### config.mk
export PLATFORM = sky130hd
export DESIGN_NAME = matmul_nxn_stream
export DESIGN_NICKNAME = d
export VERILOG_FILES = /design/src/rtl/matmul_nxn_stream.sv
export SDC_FILE = /design/constraint.sdc
export NUM_CORES = 1
export LEC_CHECK = 0
export ABC_AREA = 0
export CORE_UTILIZATION = 60
export DETAILED_ROUTE_END_ITERATION = 8
export DONT_BUFFER_PORTS = 1
export MAX_ROUTING_LAYER = met4
export PLACE_DENSITY = 0.76
export SLEW_MARGIN = 20
export SYNTH_ARGS = -nofsm -noshare
export SYNTH_HDL_FRONTEND = slang
export SYNTH_SLANG_ARGS = --single-unit
### constraint.sdc
create_clock -name clk -period 11.8 [get_ports clk]
set_input_delay 1.18 -clock clk [delete_from_list [all_inputs] [get_ports clk]]
set_output_delay 1.18 -clock clk [all_outputs]
set_load 0.01 [all_outputs]
### src/rtl/matmul_nxn_stream.sv
// N x N matrix multiplier C = A x B: A and B are streamed in, a two-stage MAC issues one
// product per cycle, and C is streamed out row-major with last-beat marking.
module matmul_nxn_stream #(
  parameter int unsigned DATA_WIDTH = 8,
  parameter int unsigned N          = 3,
  parameter int unsigned ACC_WIDTH  = 18,
  parameter bit          SIGNED     = 1'b0
) (
  input  logic                  clk,
  input  logic                  rst,
  input  logic                  in_valid,
  output logic                  in_ready,
  input  logic [DATA_WIDTH-1:0] in_data,
  output logic                  out_valid,
  input  logic                  out_ready,
  output logic [ACC_WIDTH-1:0]  out_data,
  output logic                  out_last,
  output logic                  busy,
  output logic                  done
);

  localparam int unsigned NN    = N * N;
  localparam int unsigned NCUBE = N * N * N;
  localparam int unsigned IdxW  = $clog2(NN);
  localparam int unsigned CW    = $clog2(N);
  localparam int unsigned CntW  = $clog2(NCUBE + 2);
  localparam int unsigned PW    = 2 * DATA_WIDTH;

  // Upper-bit masks used to sign-extend operands and products when SIGNED is set.
  localparam logic [PW-1:0]        OpHi  = ~PW'({DATA_WIDTH{1'b1}});
  localparam logic [ACC_WIDTH-1:0] AccHi = ~ACC_WIDTH'({PW{1'b1}});

  typedef enum logic [1:0] {StLoadA, StLoadB, StCompute, StOutput} state_e;

  state_e              state_q, state_d;
  logic [IdxW-1:0]     idx_q, idx_d;
  logic [IdxW-1:0]     oidx_q, oidx_d;
  logic [CW-1:0]       i_q, i_d, j_q, j_d, k_q, k_d;
  logic [CntW-1:0]     cnt_q, cnt_d;
  logic                s1_valid_q;
  logic [CW-1:0]       s1_i_q, s1_j_q, s1_k_q;
  logic [PW-1:0]       prod_q, prod_d;
  logic [ACC_WIDTH-1:0] acc_q, acc_d;
  logic                done_q;

  logic [DATA_WIDTH-1:0] a_mem [NN];
  logic [DATA_WIDTH-1:0] b_mem [NN];
  logic [ACC_WIDTH-1:0]  c_mem [NN];

  logic                 in_fire, out_fire, idx_last, oidx_last, issue, compute_end;
  logic [IdxW-1:0]      a_addr, b_addr, c_addr;
  logic [PW-1:0]        a_ext, b_ext;
  logic [ACC_WIDTH-1:0] prod_ext;

  assign in_ready  = (state_q == StLoadA) || (state_q == StLoadB);
  assign out_valid = (state_q == StOutput);
  assign busy      = (state_q == StCompute) || (state_q == StOutput);
  assign done      = done_q;
  assign out_data  = out_valid ? c_mem[oidx_q] : '0;
  assign out_last  = out_valid && oidx_last;

  assign in_fire     = in_valid && in_ready;
  assign out_fire    = out_valid && out_ready;
  assign idx_last    = (idx_q == IdxW'(NN - 1));
  assign oidx_last   = (oidx_q == IdxW'(NN - 1));
  assign issue       = (state_q == StCompute) && (cnt_q < CntW'(NCUBE));
  assign compute_end = (state_q == StCompute) && (cnt_q == CntW'(NCUBE + 1));

  always_comb begin
    state_d = state_q;
    unique case (state_q)
      StLoadA:   if (in_fire && idx_last) state_d = StLoadB;
      StLoadB:   if (in_fire && idx_last) state_d = StCompute;
      StCompute: if (compute_end) state_d = StOutput;
      StOutput:  if (out_fire && oidx_last) state_d = StLoadA;
      default:   state_d = StLoadA;
    endcase
  end

  always_comb begin
    idx_d  = idx_q;
    oidx_d = oidx_q;
    cnt_d  = '0;
    i_d    = i_q;
    j_d    = j_q;
    k_d    = k_q;
    if (in_fire) idx_d = idx_last ? '0 : idx_q + 1'b1;
    if (out_fire) oidx_d = oidx_last ? '0 : oidx_q + 1'b1;
    if (state_q == StCompute && !compute_end) cnt_d = cnt_q + 1'b1;
    // k innermost, then j, then i; all wrap back to zero after the final product
    if (issue) begin
      if (k_q == CW'(N - 1)) begin
        k_d = '0;
        if (j_q == CW'(N - 1)) begin
          j_d = '0;
          i_d = (i_q == CW'(N - 1)) ? '0 : i_q + 1'b1;
        end else begin
          j_d = j_q + 1'b1;
        end
      end else begin
        k_d = k_q + 1'b1;
      end
    end
  end

  always_comb begin
    a_addr   = IdxW'(i_q * N + k_q);
    b_addr   = IdxW'(k_q * N + j_q);
    c_addr   = IdxW'(s1_i_q * N + s1_j_q);
    a_ext    = PW'(a_mem[a_addr]) | ((SIGNED && a_mem[a_addr][DATA_WIDTH-1]) ? OpHi : '0);
    b_ext    = PW'(b_mem[b_addr]) | ((SIGNED && b_mem[b_addr][DATA_WIDTH-1]) ? OpHi : '0);
    prod_d   = a_ext * b_ext;
    prod_ext = ACC_WIDTH'(prod_q) | ((SIGNED && prod_q[PW-1]) ? AccHi : '0);
    acc_d    = (s1_k_q == '0) ? prod_ext : acc_q + prod_ext;
  end

  // Operand storage needs no reset: every job fully rewrites A and B before use.
  always_ff @(posedge clk) begin
    if (in_fire && state_q == StLoadA) a_mem[idx_q] <= in_data;
    if (in_fire && state_q == StLoadB) b_mem[idx_q] <= in_data;
  end

  always_ff @(posedge clk) begin
    if (rst) begin
      state_q    <= StLoadA;
      idx_q      <= '0;
      oidx_q     <= '0;
      cnt_q      <= '0;
      i_q        <= '0;
      j_q        <= '0;
      k_q        <= '0;
      s1_valid_q <= 1'b0;
      s1_i_q     <= '0;
      s1_j_q     <= '0;
      s1_k_q     <= '0;
      prod_q     <= '0;
      acc_q      <= '0;
      done_q     <= 1'b0;
      for (int n = 0; n < NN; n++) c_mem[n] <= '0;
    end else begin
      state_q    <= state_d;
      idx_q      <= idx_d;
      oidx_q     <= oidx_d;
      cnt_q      <= cnt_d;
      i_q        <= i_d;
      j_q        <= j_d;
      k_q        <= k_d;
      s1_valid_q <= issue;
      s1_i_q     <= i_q;
      s1_j_q     <= j_q;
      s1_k_q     <= k_q;
      prod_q     <= prod_d;
      done_q     <= out_fire && oidx_last;
      if (s1_valid_q) begin
        acc_q <= acc_d;
        if (s1_k_q == CW'(N - 1)) c_mem[c_addr] <= acc_d;
      end
    end
  end

endmodule
---- Word level (Yosys, flattened, before mapping) ----
Memory sizes are Yosys's and may differ from the RTL's. A register that Yosys moved wholly into a read port is not among the register bits.
Cells that the tools add are included.
word-level totals
  bits in registers ....................... 63
  bits in writable memories ............... 306
  input port bits ......................... 12
  output and inout port bits .............. 23
  logic and storage cells ................. 94
  memories ................................ 3
memory list
  memory  words  width  read ports  clocked after Yosys merged registers in  write ports  RTL line  text
  c_mem   9      18     1           1                                        9            48        logic [ACC_WIDTH-1:0] c_mem [NN];
  a_mem   9      8      1           0                                        1            46        logic [DATA_WIDTH-1:0] a_mem [NN];
  b_mem   9      8      1           0                                        1            47        logic [DATA_WIDTH-1:0] b_mem [NN];
operators by class
  $add $sub $neg .......................... 10
  multiply operators ...................... 4
  $lt $le $gt $ge ......................... 1
  equality and inequality tests ........... 14
  multiplexer cells ....................... 27
  bitwise gates (word level) .............. 1
  reductions and logical operators ........ 20
operators by type and width
  kind                                                                   count
  18-bit two-way mux                                                     3
  4-bit two-way mux                                                      5
  18-bit by 16-bit adder with 18-bit output                              1
  18-bit OR reduction                                                    1
  8-bit by 8-bit multiplier with 16-bit output                           1
  2-bit two-way mux                                                      7
  4-bit by 2-bit adder with 4-bit output                                 3
  2-bit equality test, second input constant                             6
  2-bit by 2-bit multiplier with 4-bit output, second input constant     3
  1-bit two-way mux                                                      11
  1-bit logical AND                                                      10
  4-bit by 1-bit adder with 4-bit output, second input constant          2
  4-bit equality test, second input constant                             2
  2-bit one-hot mux with 4 select lines                                  1
  2-bit by 1-bit adder with 2-bit output, second input constant          3
  2-bit by 1-bit != test with 1-bit output, second input constant        3
  5-bit by 1-bit adder with 5-bit output, second input constant          1
  5-bit equality test, second input constant                             1
  5-bit < comparator, second input constant                              1
  2-bit logical NOT                                                      2
  4-bit AND reduction                                                    1
  3-bit AND reduction                                                    1
  2-bit by 1-bit equality test with 1-bit output, second input constant  1
  1-bit logical OR                                                       2
  other kinds (5)                                                        5

---- Depth between registers and ports, before layout ----
Gate-level depths: netlist of the first run.
  depth in word-level cells ............... 7
  gate-level depth with buffers ........... 27
  depth with buffers taken out ............ 26

---- Least setup slack after synthesis of the first run ----
OpenSTA, ideal clock, no wires.
  path kind ............................... register to register
  from .................................... register k_q[0]
  to ...................................... register prod_q[15]
  library setup time ...................... 0.128 ns
  data arrival time ....................... 6.035 ns
  data required time ...................... 11.672 ns
  path slack .............................. 5.637 ns
  cell stages (with the launch flop) ...... 27
  buffers on the path ..................... 1
  clock period less this slack ............ 6.163 ns
  cell sequence ........................... dfxtp_1 > inv_1 > fa_1 > inv_1 > ha_1 > inv_1 > fa_1 > buf_1 > mux2i_1 > nand2_1 > o21ai_1 > or2_2 > fa_1 > fa_1 > inv_1 > fa_1 > inv_1 > fa_1 > inv_1 > ha_1 > o21a_1 > o31a_1 > o211ai_1 > a21oi_1 > o31ai_1 > xnor2_1 > nor2_1
between the ends
  cells in the longest elaborated chain, start to end .. 4
  elaborated cells on any way between the ends .. 6
  classes of those cells .................. add/sub: 2; mul: 2; memory: 2
RTL lines
  element                                         RTL line  text
  from (decl)                                     38        logic [CW-1:0] i_q, i_d, j_q, j_d, k_q, k_d;
  from (signal assigned)                          147       k_q <= k_d;
  2-bit by 2-bit multiplier with 4-bit output     108       b_addr = IdxW'(k_q * N + j_q);
  4-bit by 2-bit adder with 4-bit output          108
  memory read 9 x 8 bit                           -
  8-bit by 8-bit multiplier with 16-bit output *  112       prod_d = a_ext * b_ext;
  to (signal assigned)                            152       prod_q <= prod_d;
  to (decl)                                       42        logic [PW-1:0] prod_q, prod_d;
Every way passes the cells marked *; elsewhere a longest branch is shown, timed or not.
A chain may end at the register's enable or synchronous reset.

---- Final worst setup path of the first run ----
Ends and elaborated chain as after synthesis.

==> results.md, run 1 <==
- Clock-pin slew on the worst setup and hold paths: 0.06 ns
- RSZ-0062 raised after global routing: no
- Met1 Use GR: 35.7%
- CTS buffer count: 49
- GR Util met3: 4.93%
- Fraction of registers with async set/reset: 0%
- Later-pin clock latency in the skew report: 0.59 ns
- Wire length per cell: 23.4 µm
- Final Hold Viols: 0
- Hold path depth: 2
- Die area: 39400 µm²
- Worst-path maximum fanout: 16
- VDD IR-drop max: 154 µV
- Worst Path Arrival: 7.27 ns
- Pwr per Cell Area: 187 nW/µm²
- Max-cap check violation count: 0
- Starting DRT DRC Count: 1243
- Mapped Area: 23200 µm²
- Htree depth: 2
- Hold_ws: 0.473 ns
- Chip Width: 199 µm
- Worst slew margin: 25.6%
- CP endpoint kind: flop
- # resized after CTS: 0
- Routed vias/inst: 6.10
- Clk root buf: clkbuf_16
- Reg2reg end: prod_q[15]
- Final nets: 1722
- DP HPWL: 30500 µm
- Busiest metal layer after global routing: met2
- R2r startpoint: k_q[0]
- DRC: 0
- Worst slack, placed: 5.13 ns
- DRT antenna net count: 0
- Tcrit/Tclk final: 57.5%
- Largest net degree at the start of global routing: 73
- Register area share after synthesis: 61.8%
- Ports: 35
- Vias in the first global route: 13500
- Hold path start: acc_q[7]
- Share of cells above drive strength 1: 16.9%
- Post-route insts no fill: 2146
- Count of flip-flops with a built-in enable after synthesis: 432
- Crit path required time: 12.28 ns
- Final WS setup: 5.01 ns
- Reg2Reg Depth: 24
- Cell variety after synth: 56
- Placed Cells: 2052
- Setup bufs post-CTS: 0
- Cell area after layout: 25400 µm²
- CTS Buffer Depth: 3
- Primary FF master, synth: edfxtp_1
- Sink Count: 499
- Post-DP Area: 23700 µm²
- Gr usage total: 27.4%
- Fmax: 147 MHz
- Setup violators final: 0
- Reg2reg setup slack: 5.01 ns
- Hold EP: acc_q[7]
- Num rows: 71
- Starting density of the core: 61.2%
- HP Class: flop to flop
- Yosys reg bits: 499
- Layout area overhead: 9.62%
- Gpl congestion: 0.858
- Post-Synthesis Cells: 1591
- Count of buffers from port buffering: 0
- Final Max Tran Viols: 0
- Cts hold-fix bufs: 0
- Design Power: 4.75 mW
- Drt total wl: 50200 µm
- Final Skew: 0.0262 ns
- Vias: 13100
- Crit Path Class: flop to flop
- Antenna violations before repair: 2
- Synth Warn #: 0
- Avg Inst Size Synth: 14.6 µm²
- Crit path time final: 6.79 ns
- CTS tree: done
- Post-Route Utilization: 67.1%
- Mapped Nets: 1721
- Status: completed
- Met2 Use GR: 44.2%
- Die Ht: 199 µm
- First-pass GRT wire length: 77400 µm
- Worst Tran Pin Value: 1.11 ns
- CP startpoint kind: flop
- TritonRoute pass-1 iters: 6
- Total Neg Setup Slack: 0 ns
- Leakage: 9.03 nW
- Grt total ovfl: 0
- Core Footprint: 37800 µm²
-- report_power, final --
group	internal, mW	switching [mW]	leakage, nW	total (mW)
sequential	2.02	0.0294	4.68	2.05
combinational	0.430	0.666	3.56	1.10
clock	0.935	0.664	0.799	1.60
-- cells by family (layout without fill, tap and decap cells) --
family	Yosys count	count (layout)	synth area share (%)
flip-flops	499	499	61.8
adder cells (fa/ha/maj)	118	118	7.77
other	0	2	0
AO/OA/AOI/OAI	126	126	3.65
buffers and inverters	183	225	3.15
multiplexers	153	153	13.2
AND/OR/NAND/NOR	485	485	9.43
XOR/XNOR	27	27	1.02
-- final cells by class --
class                      instances  area, µm²
sequential                       499      14300
fill                            2545      12400
multi-input combinational        909       8160
clock buffer                      65       1340
tap                              511        639
inverter                          99        372
clock inverter                    27        309
timing repair buffer              34        255
antenna                            2       5.00
-- cells in the mapped netlist (all sizes together), types with 4 or more instances --
master | n | area [µm²]
a211oi | 29 | 253
a21o | 4 | 30.0
a21oi | 28 | 140
a31oi | 5 | 46.3
and2 | 39 | 244
and3 | 7 | 43.8
buf | 29 | 153
clkbuf | 55 | 206
dfxtp | 67 | 1340
edfxtp | 432 | 13000
fa | 43 | 861
ha | 75 | 938
inv | 99 | 372
mux2i | 31 | 310
mux4 | 122 | 2750
nand2 | 58 | 218
nand2b | 20 | 125
nand3 | 18 | 95.1
nand3b | 4 | 30.0
nand4 | 4 | 25.0
nor2 | 276 | 1040
nor2b | 11 | 68.8
nor3 | 20 | 105
o211ai | 4 | 30.0
o21ai | 39 | 199
or2 | 19 | 119
xnor2 | 16 | 140
xor2 | 11 | 96.3
-- state kept, by name, summed over array words and instances (netlist names), named ones only --
name        count
a_mem          72
acc_q          18
b_mem          72
c_mem         288
cnt_q           5
done            1
i_q             2
idx_q           4
j_q             2
k_q             2
oidx_q          4
prod_q         16
s1_i_q          2
s1_j_q          2
s1_k_q          2
s1_valid_q      1
state_q         2
-- per-layer routing --
layer	wire length (µm)	vias to the layer above
li1	-	5828
met1	19600	6522
met2	24600	632
met3	4320	112
met4	1690	0
met5	0	-
-- worst max path at each step --
stage                      start          to  slack (ns)  cells after the start
final                     k_q[0]  prod_q[15]        5.01                     24
after global routing      k_q[0]  prod_q[15]        4.60                     24
after CTS                 k_q[0]  prod_q[15]        5.03                     24
after detailed placement  k_q[0]  prod_q[15]        5.13                     24
after global placement    k_q[0]  prod_q[15]        5.16                     24
after floorplan           k_q[0]  prod_q[15]        5.64                     26
-- worst max-delay path, cell delays in order, from the launching register on --
cell	delay [ns]
dfxtp_1	0.40
inv_1	0.13
fa_1	0.53
inv_1	0.04
ha_1	0.74
mux4_2	0.45
mux2i_1	0.27
nand2_1	0.10
o21ai_1	0.35
or2_2	0.23
fa_1	0.44
fa_1	0.54
inv_1	0.05
fa_1	0.47
inv_1	0.05
fa_1	0.47
inv_1	0.04
ha_1	0.31
o21a_1	0.13
o31a_1	0.12
o211ai_1	0.21
a21oi_1	0.12
o31ai_1	0.29
xnor2_1	0.15
nor2_1	0.05
-- layout by cell type (no fill, tap or decap), drive strengths merged, types with 5 or more instances in the layout --
| cell type | count |
|---|---|
| nor2 | 276 |
| buf | 34 |
| nand3 | 18 |
| or2 | 19 |
| mux4 | 122 |
| ha | 75 |
| bufinv | 6 |
| xnor2 | 16 |
| dfxtp | 67 |
| a211oi | 29 |
| clkbuf | 65 |
| clkinv | 14 |
| and3 | 7 |
| o21ai | 39 |
| nor3 | 20 |
| nand2b | 20 |
| xor2 | 11 |
| nand2 | 58 |
| nor2b | 11 |
| inv | 102 |
| a21oi | 28 |
| mux2i | 31 |
| fa | 43 |
| edfxtp | 432 |
| a31oi | 5 |
| and2 | 39 |
Note: power is estimated with default switching activity, not from simulation.
==> run 2: changes to the inputs <==
- CORE_UTILIZATION: 60 -> 58
- clock period: 11.8 -> 6.03 ns (I/O delays scaled with it)
==> run 2 against run 1 <==
Net effect: utilization down 0.29 points; first-iteration DRC count up 14%; combinational power up 140%; largest power group unchanged; clock skew down 0.014 ns.
==> results.md, run 2 (synthesis gave the netlist of run 1 again) <==
- Max-cap check violation count: 0 (unchanged)
- DRC: 0 (unchanged)
- HP Class: primary input to flop
- Leakage: 9.33 nW (+3.2%)
- Largest net degree at the start of global routing: 73 (unchanged)
- R2r startpoint: i_q[0]
- Tcrit/Tclk final: 96.7% (+39 points)
- Design Power: 9.64 mW (+100%)
- Hold path start: rst
- Worst Tran Pin Value: 1.19 ns (+0.0767 ns)
- CTS buffer count: 49 (unchanged)
- DRT antenna net count: 0 (unchanged)
- Worst-path maximum fanout: 8 (-8)
- Post-route insts no fill: 2212 (+3.1%)
- Sink Count: 499 (unchanged)
- Commonest non-fill, non-tap cell in the layout: edfxtp_1
- Gr usage total: 26.7% (-0.74 points)
- Final Hold Viols: 0 (unchanged)
- Gpl congestion: 0.849 (-1.1%)
- Die area: 40700 µm² (+3.4%)
- Final Skew: 0.0123 ns (-0.0139 ns)
- Layout area overhead: 12.5%
- Starting DRT DRC Count: 1416 (+14%)
- Final nets: 1787 (+3.8%)
- First-pass GRT wire length: 79500 µm (+2.7%)
- Worst Path Arrival: 6.31 ns (-0.96 ns)
- Pwr per Cell Area: 370 nW/µm² (+98%)
- Post-Route Utilization: 66.8% (-0.29 points)
- Later-pin clock latency in the skew report: 0.58 ns (about the same)
- Inserted Diodes: 0 (-2)
- Hold_ws: 0.0929 ns (-0.381 ns)
- Htree depth: 2 (unchanged)
- Hold EP: idx_q[2]
- Antenna violations before repair: 0 (-2)
- RSZ-0062 raised after global routing: yes
- Cell area after layout: 26100 µm² (+2.6%)
- Crit Path Class: flop to flop
- Grt total ovfl: 0 (unchanged)
- Count of buffers from port buffering: 0 (unchanged)
- Status: completed
- Final Max Tran Viols: 0 (unchanged)
- VDD IR-drop max: 322 µV (+110%)
- Core Footprint: 39000 µm² (+3.1%)
- Crit path required time: 6.51 ns (-5.77 ns)
- Ports: 35 (unchanged)
- CTS Buffer Depth: 3 (unchanged)
- Cts hold-fix bufs: 0 (unchanged)
- Reg2Reg Depth: 26 (+8.3%)
- Crit path time final: 5.83 ns (-0.954 ns)
- Drt total wl: 51100 µm (+1.9%)
- Vias in the first global route: 14100 (+4.1%)
- Worst slew margin: 20.7% (-4.9 points)
- Clock-pin slew on the worst setup and hold paths: 0.06 ns (about the same)
- Commonest cells after routing, fill and taps aside: edfxtp_1 (432), nor2_1 (271), mux4_2 (122)
- Hold path depth: 1 (-1)
- Share of cells above drive strength 1: 22.7% (+5.8 points)
- Starting density of the core: 59.4% (-1.8 points)
- Reg2reg end: prod_q[15]
- Routed vias/inst: 6.07 (-0.52%)
- Reg2reg setup slack: 0.20 ns (-4.82 ns)
- Fmax: 171 MHz (+16%)
- Die Ht: 202 µm (+1.7%)
- Largest registers: c_mem (288), a_mem (72), b_mem (72)
- Setup violators final: 0 (unchanged)
- Post-DP Area: 24200 µm² (+2.0%)
- CP startpoint kind: flop
- Placed Cells: 2111 (+2.9%)
- Largest Register: c_mem
- Wire length per cell: 23.1 µm (-1.1%)
- Num rows: 72 (+1.4%)
- Vias: 13400 (+2.5%)
- Max reg flops: 288 (unchanged)
- CTS tree: done
- Chip Width: 202 µm (+1.7%)
- CP endpoint kind: flop
- TritonRoute pass-1 iters: 6 (unchanged)
- DP HPWL: 31600 µm (+3.7%)
- Clk root buf: clkbuf_16
## run 2: metrics by stage
step	setup WS [ns]	setup TNS, ns
2_1_floorplan	0.0118	0
3_3_place_gp	-0.00688	-0.00688
3_5_place_dp	-0.164	-0.471
4_1_cts	-0.00293	-0.00293
5_1_grt	-0.0553	-0.121
6_report	0.197	0
## run 2: how the worst max path moves through the flow
stage          startpoint         end  slack, ns  cells past startpoint
2_1_floorplan      i_q[0]  prod_q[15]       0.01                     26
3_3_place_gp       j_q[1]  prod_q[15]     -0.007                     25
3_5_place_dp       j_q[1]  prod_q[15]      -0.16                     25
4_1_cts            i_q[0]  prod_q[15]     -0.003                     26
5_1_grt            k_q[0]  prod_q[14]      -0.06                     24
6_report           i_q[0]  prod_q[15]       0.20                     26
## run 2: repair_timing
item | in CTS | in global routing
buffers inserted | 1 | 12
setup endpoints to repair | 5 | 6
pin swaps | 5 | 21
resized for setup | 8 | 55
## run 2: area by class of cell
| type | instances | area (µm²) |
|---|---|---|
| sequential | 499 | 14300 |
| multi-input combinational | 909 | 8380 |
| inverter | 99 | 372 |
| tap | 518 | 648 |
| fill | 2528 | 12900 |
| clock inverter | 29 | 258 |
| timing repair buffer | 99 | 817 |
| clock buffer | 59 | 1260 |
## run 2: metal layers
layer | up-vias | part of all wire [%] | global-route usage, %
met4 | 0 | 2.6 | 8.20
li1 | 5949 | - | -
met2 | 602 | 49 | 42.6
met3 | 103 | 9.0 | 6.01
met1 | 6772 | 39 | 34.4
met5 | - | 0 | -
## run 2: where the power goes
group / switching [mW] / internal, mW
clock: 1.28 / 1.67
sequential: 0.0586 / 3.95
combinational: 1.48 / 1.20
## run 2: worst max-delay path, stage by stage (launching register included)
cell and delay [ns]:
dfxtp_2 0.33, inv_2 0.04, fa_1 0.46, inv_1 0.07, ha_2 0.17, inv_2 0.04, fa_2 0.59, buf_12 0.14
mux2i_4 0.22, nand2_2 0.09, o21ai_4 0.13, or2_4 0.16, fa_1 0.45, fa_1 0.51, inv_1 0.05, fa_1 0.47
inv_1 0.05, fa_1 0.48, inv_2 0.04, ha_4 0.22, o21a_1 0.11, o31a_1 0.12, o211ai_1 0.24, a21oi_2 0.11
o31ai_2 0.25, xnor2_1 0.14, nor2_1 0.05
==> run 3: changes to the inputs <==
- CORE_UTILIZATION: 58 -> 25
- PLACE_DENSITY: 0.76 -> default
==> run 3 against run 2 <==
Net effect: setup slack lost 0.18 ns; sequential share of layout area is 2.1 points lower; utilization decreased by 37 points; wire length up 2.2%; first-iteration DRC count decreased by 20%; flip-flop and latch count unchanged; power is 2.0% higher; final cell count rose by 31%; hold slack got worse by 0.017 ns; clock skew up 0.014 ns; clock power increased by 3%; critical path type unchanged; critical endpoint unchanged; largest cell class unchanged; largest power group unchanged; highest routed layer unchanged.
==> results.md, run 3 (synthesis gave the netlist of run 1 again) <==
- Post-Route Utilization: 29.6% (-37 points)
- Status: completed
- Filler Cell Count: 9057 (+260%)
- DRC: 0 (unchanged)
- CTS tree: done
- Worst slack, placed: -0.148 ns (+0.0164 ns)
- Critical Path Most Common Cell: fa_1
- Wire length per cell: 18.0 µm (-22%)
- Multi-input logic area: 8400 µm² (+0.31%)
- CP delay by family, top: adder cells
- DP HPWL: 33300 µm (+5.3%)
- Final WS setup: 0.0214 ns (-0.176 ns)
- Leakage: 9.40 nW (+0.75%)
- Total Neg Setup Slack: 0 ns (unchanged)
- Largest registers: c_mem (288), a_mem (72), b_mem (72)
- Final Max Tran Viols: 0 (unchanged)
- Ports: 35 (unchanged)
- TritonRoute pass-1 iters: 5 (-1)
- Die Ht: 306 µm (+52%)
- Pwr per Cell Area: 363 nW/µm² (-1.9%)
- Final Skew: 0.0258 ns (+0.0136 ns)
- Htree depth: 2 (unchanged)
- Vias in the first global route: 13700 (-2.9%)
- First-pass GRT wire length: 80600 µm (+1.4%)
- Tcrit/Tclk final: 99.6% (+2.9 points)
- Worst Path Arrival: 6.50 ns (+0.19 ns)
- Share of cells above drive strength 1: 23.0% (+0.34 points)
- Grt total ovfl: 0 (unchanged)
- Setup violators final: 0 (unchanged)
- CP startpoint kind: flop
- DRT antenna net count: 0 (unchanged)
- Bufs and invs on worst path: 7 (unchanged)
- CP endpoint kind: flop
- Fmax: 166 MHz (-2.9%)
- HP Class: primary input to flop
- Antenna violations before repair: 1 (+1)
- Die area: 93900 µm² (+130%)
- VDD IR-drop max: 236 µV (-27%)
- RSZ-0062 raised after global routing: yes
- Routed vias/inst: 4.52 (-25%)
- Worst Tran Pin Value: 1.04 ns (-0.146 ns)
- Drt total wl: 52200 µm (+2.2%)
- Gpl congestion: 0.810 (-4.5%)
- Crit Path Class: flop to flop
- Crit path time final: 6.01 ns (+0.176 ns)
- Largest stage delay on the critical path: 0.57 ns (-0.02 ns)
- Largest Register: c_mem
- Final Hold Viols: 0 (unchanged)
- Num rows: 111 (+54%)
- Count of buffers from port buffering: 0 (unchanged)
- Commonest non-fill, non-tap cell in the layout: edfxtp_1
- Clock-pin slew on the worst setup and hold paths: 0.06 ns (about the same)
- Final nets: 1796 (+0.50%)
- CTS buffer count: 50 (+2.0%)
- Worst slew margin: 30.3% (+9.6 points)
- Critical Path Slowest Stage Cell: fa_2
- Sink Count: 499 (unchanged)
- Worst-path maximum fanout: 7 (-1)
- Chip Width: 306 µm (+52%)
- CTS Buffer Depth: 3 (unchanged)
- Crit path required time: 6.52 ns (about the same)
- Starting density of the core: 25.3% (-34 points)
- Largest net degree at the start of global routing: 70 (-4.1%)
- Core Footprint: 91700 µm² (+130%)
- Starting DRT DRC Count: 1134 (-20%)
- Clk root buf: clkbuf_16
- Register area: 14300 µm² (about the same)
- Max-cap check violation count: 0 (unchanged)
- Gr usage total: 11.4% (-15 points)
- Later-pin clock latency in the skew report: 0.60 ns (+0.02 ns)
- Layout area overhead: 16.9%
- Commonest cells after routing, fill and taps aside: edfxtp_1 (432), nor2_1 (272), mux4_2 (122)
- Vias: 13100 (-2.5%)
- Max reg flops: 288 (unchanged)
## run 3: changes by cell type in the layout (fill, tap and decap cells not counted), sizes merged
cell / delta
buf: +8
bufinv: -2
clkbuf: +6
clkinv: -1
diode: +1
inv: +3
## run 3: routing by layer
layer  vias to the layer above  wire length (µm)  global-route usage (%)
li1                       5999                 -                       -
met4                         0              1070                    3.00
met5                         -                 0                       -
met2                       344             24900                    18.3
met3                        79              3100                    2.12
met1                      6671             23100                    14.9
## run 3: what timing repair did
| action | in CTS | in global routing |
|---|---|---|
| gates resized for setup | 17 | 47 |
| setup endpoints to repair | 3 | 6 |
| endpoints found under the hold margin | 0 | 0 |
| pin swaps | 7 | 28 |
| hold buffers | 0 | 0 |
| buffers inserted | 2 | 9 |
## run 3: cell type report
type	instances	share of cell area (%)
inverter	99	1.38
timing repair buffer	107	3.22
antenna	1	0.00924
clock buffer	65	5.06
clock inverter	29	0.956
tap	1186	5.48
multi-input combinational	909	31.0
sequential	499	52.9
## run 3: worst register-to-register path: stages, from the launching register on
cell,delay [ns]
dfxtp_2,0.35
inv_4,0.05
fa_1,0.47
inv_1,0.08
ha_2,0.17
inv_2,0.04
fa_2,0.57
buf_6,0.15
mux2i_1,0.09
nand2_1,0.08
o21ai_2,0.07
or2_4,0.27
fa_1,0.53
fa_1,0.54
inv_2,0.04
fa_1,0.53
inv_1,0.05
fa_1,0.49
inv_2,0.05
ha_4,0.21
o21a_1,0.11
o31a_1,0.12
o211ai_1,0.28
a21oi_2,0.11
o31ai_2,0.27
xnor2_1,0.15
nor2_1,0.07
## run 3: through the flow
step                      total power, mW  cell area, µm²  hold slack [ns]  std cells
after floorplan                      5.71           23200            0.441       1591
after global placement               6.38           25100            0.451       2789
after detailed placement             6.43           25100            0.476       2789
after CTS                            9.54           26800           0.0424       2885
after global routing                 10.4           27100           0.0425       2895
final                                9.83           27100           0.0756       2895
## run 3: path summary, 6_finish.rpt
check                           cells after the start  slack [ns]          to  startpoint
worst max register to register                     26        0.02  prod_q[15]      k_q[1]
worst min register to register                      2        0.49   acc_q[13]   acc_q[13]
worst max-delay path                               26        0.02  prod_q[15]      k_q[1]
worst min-delay path                                1        0.08    idx_q[3]         rst
## run 3: power by group
part | total [mW] | internal [mW] | switching [mW]
combinational | 2.76 | 1.26 | 1.50
clock | 3.05 | 1.71 | 1.34
sequential | 4.01 | 3.95 | 0.0577
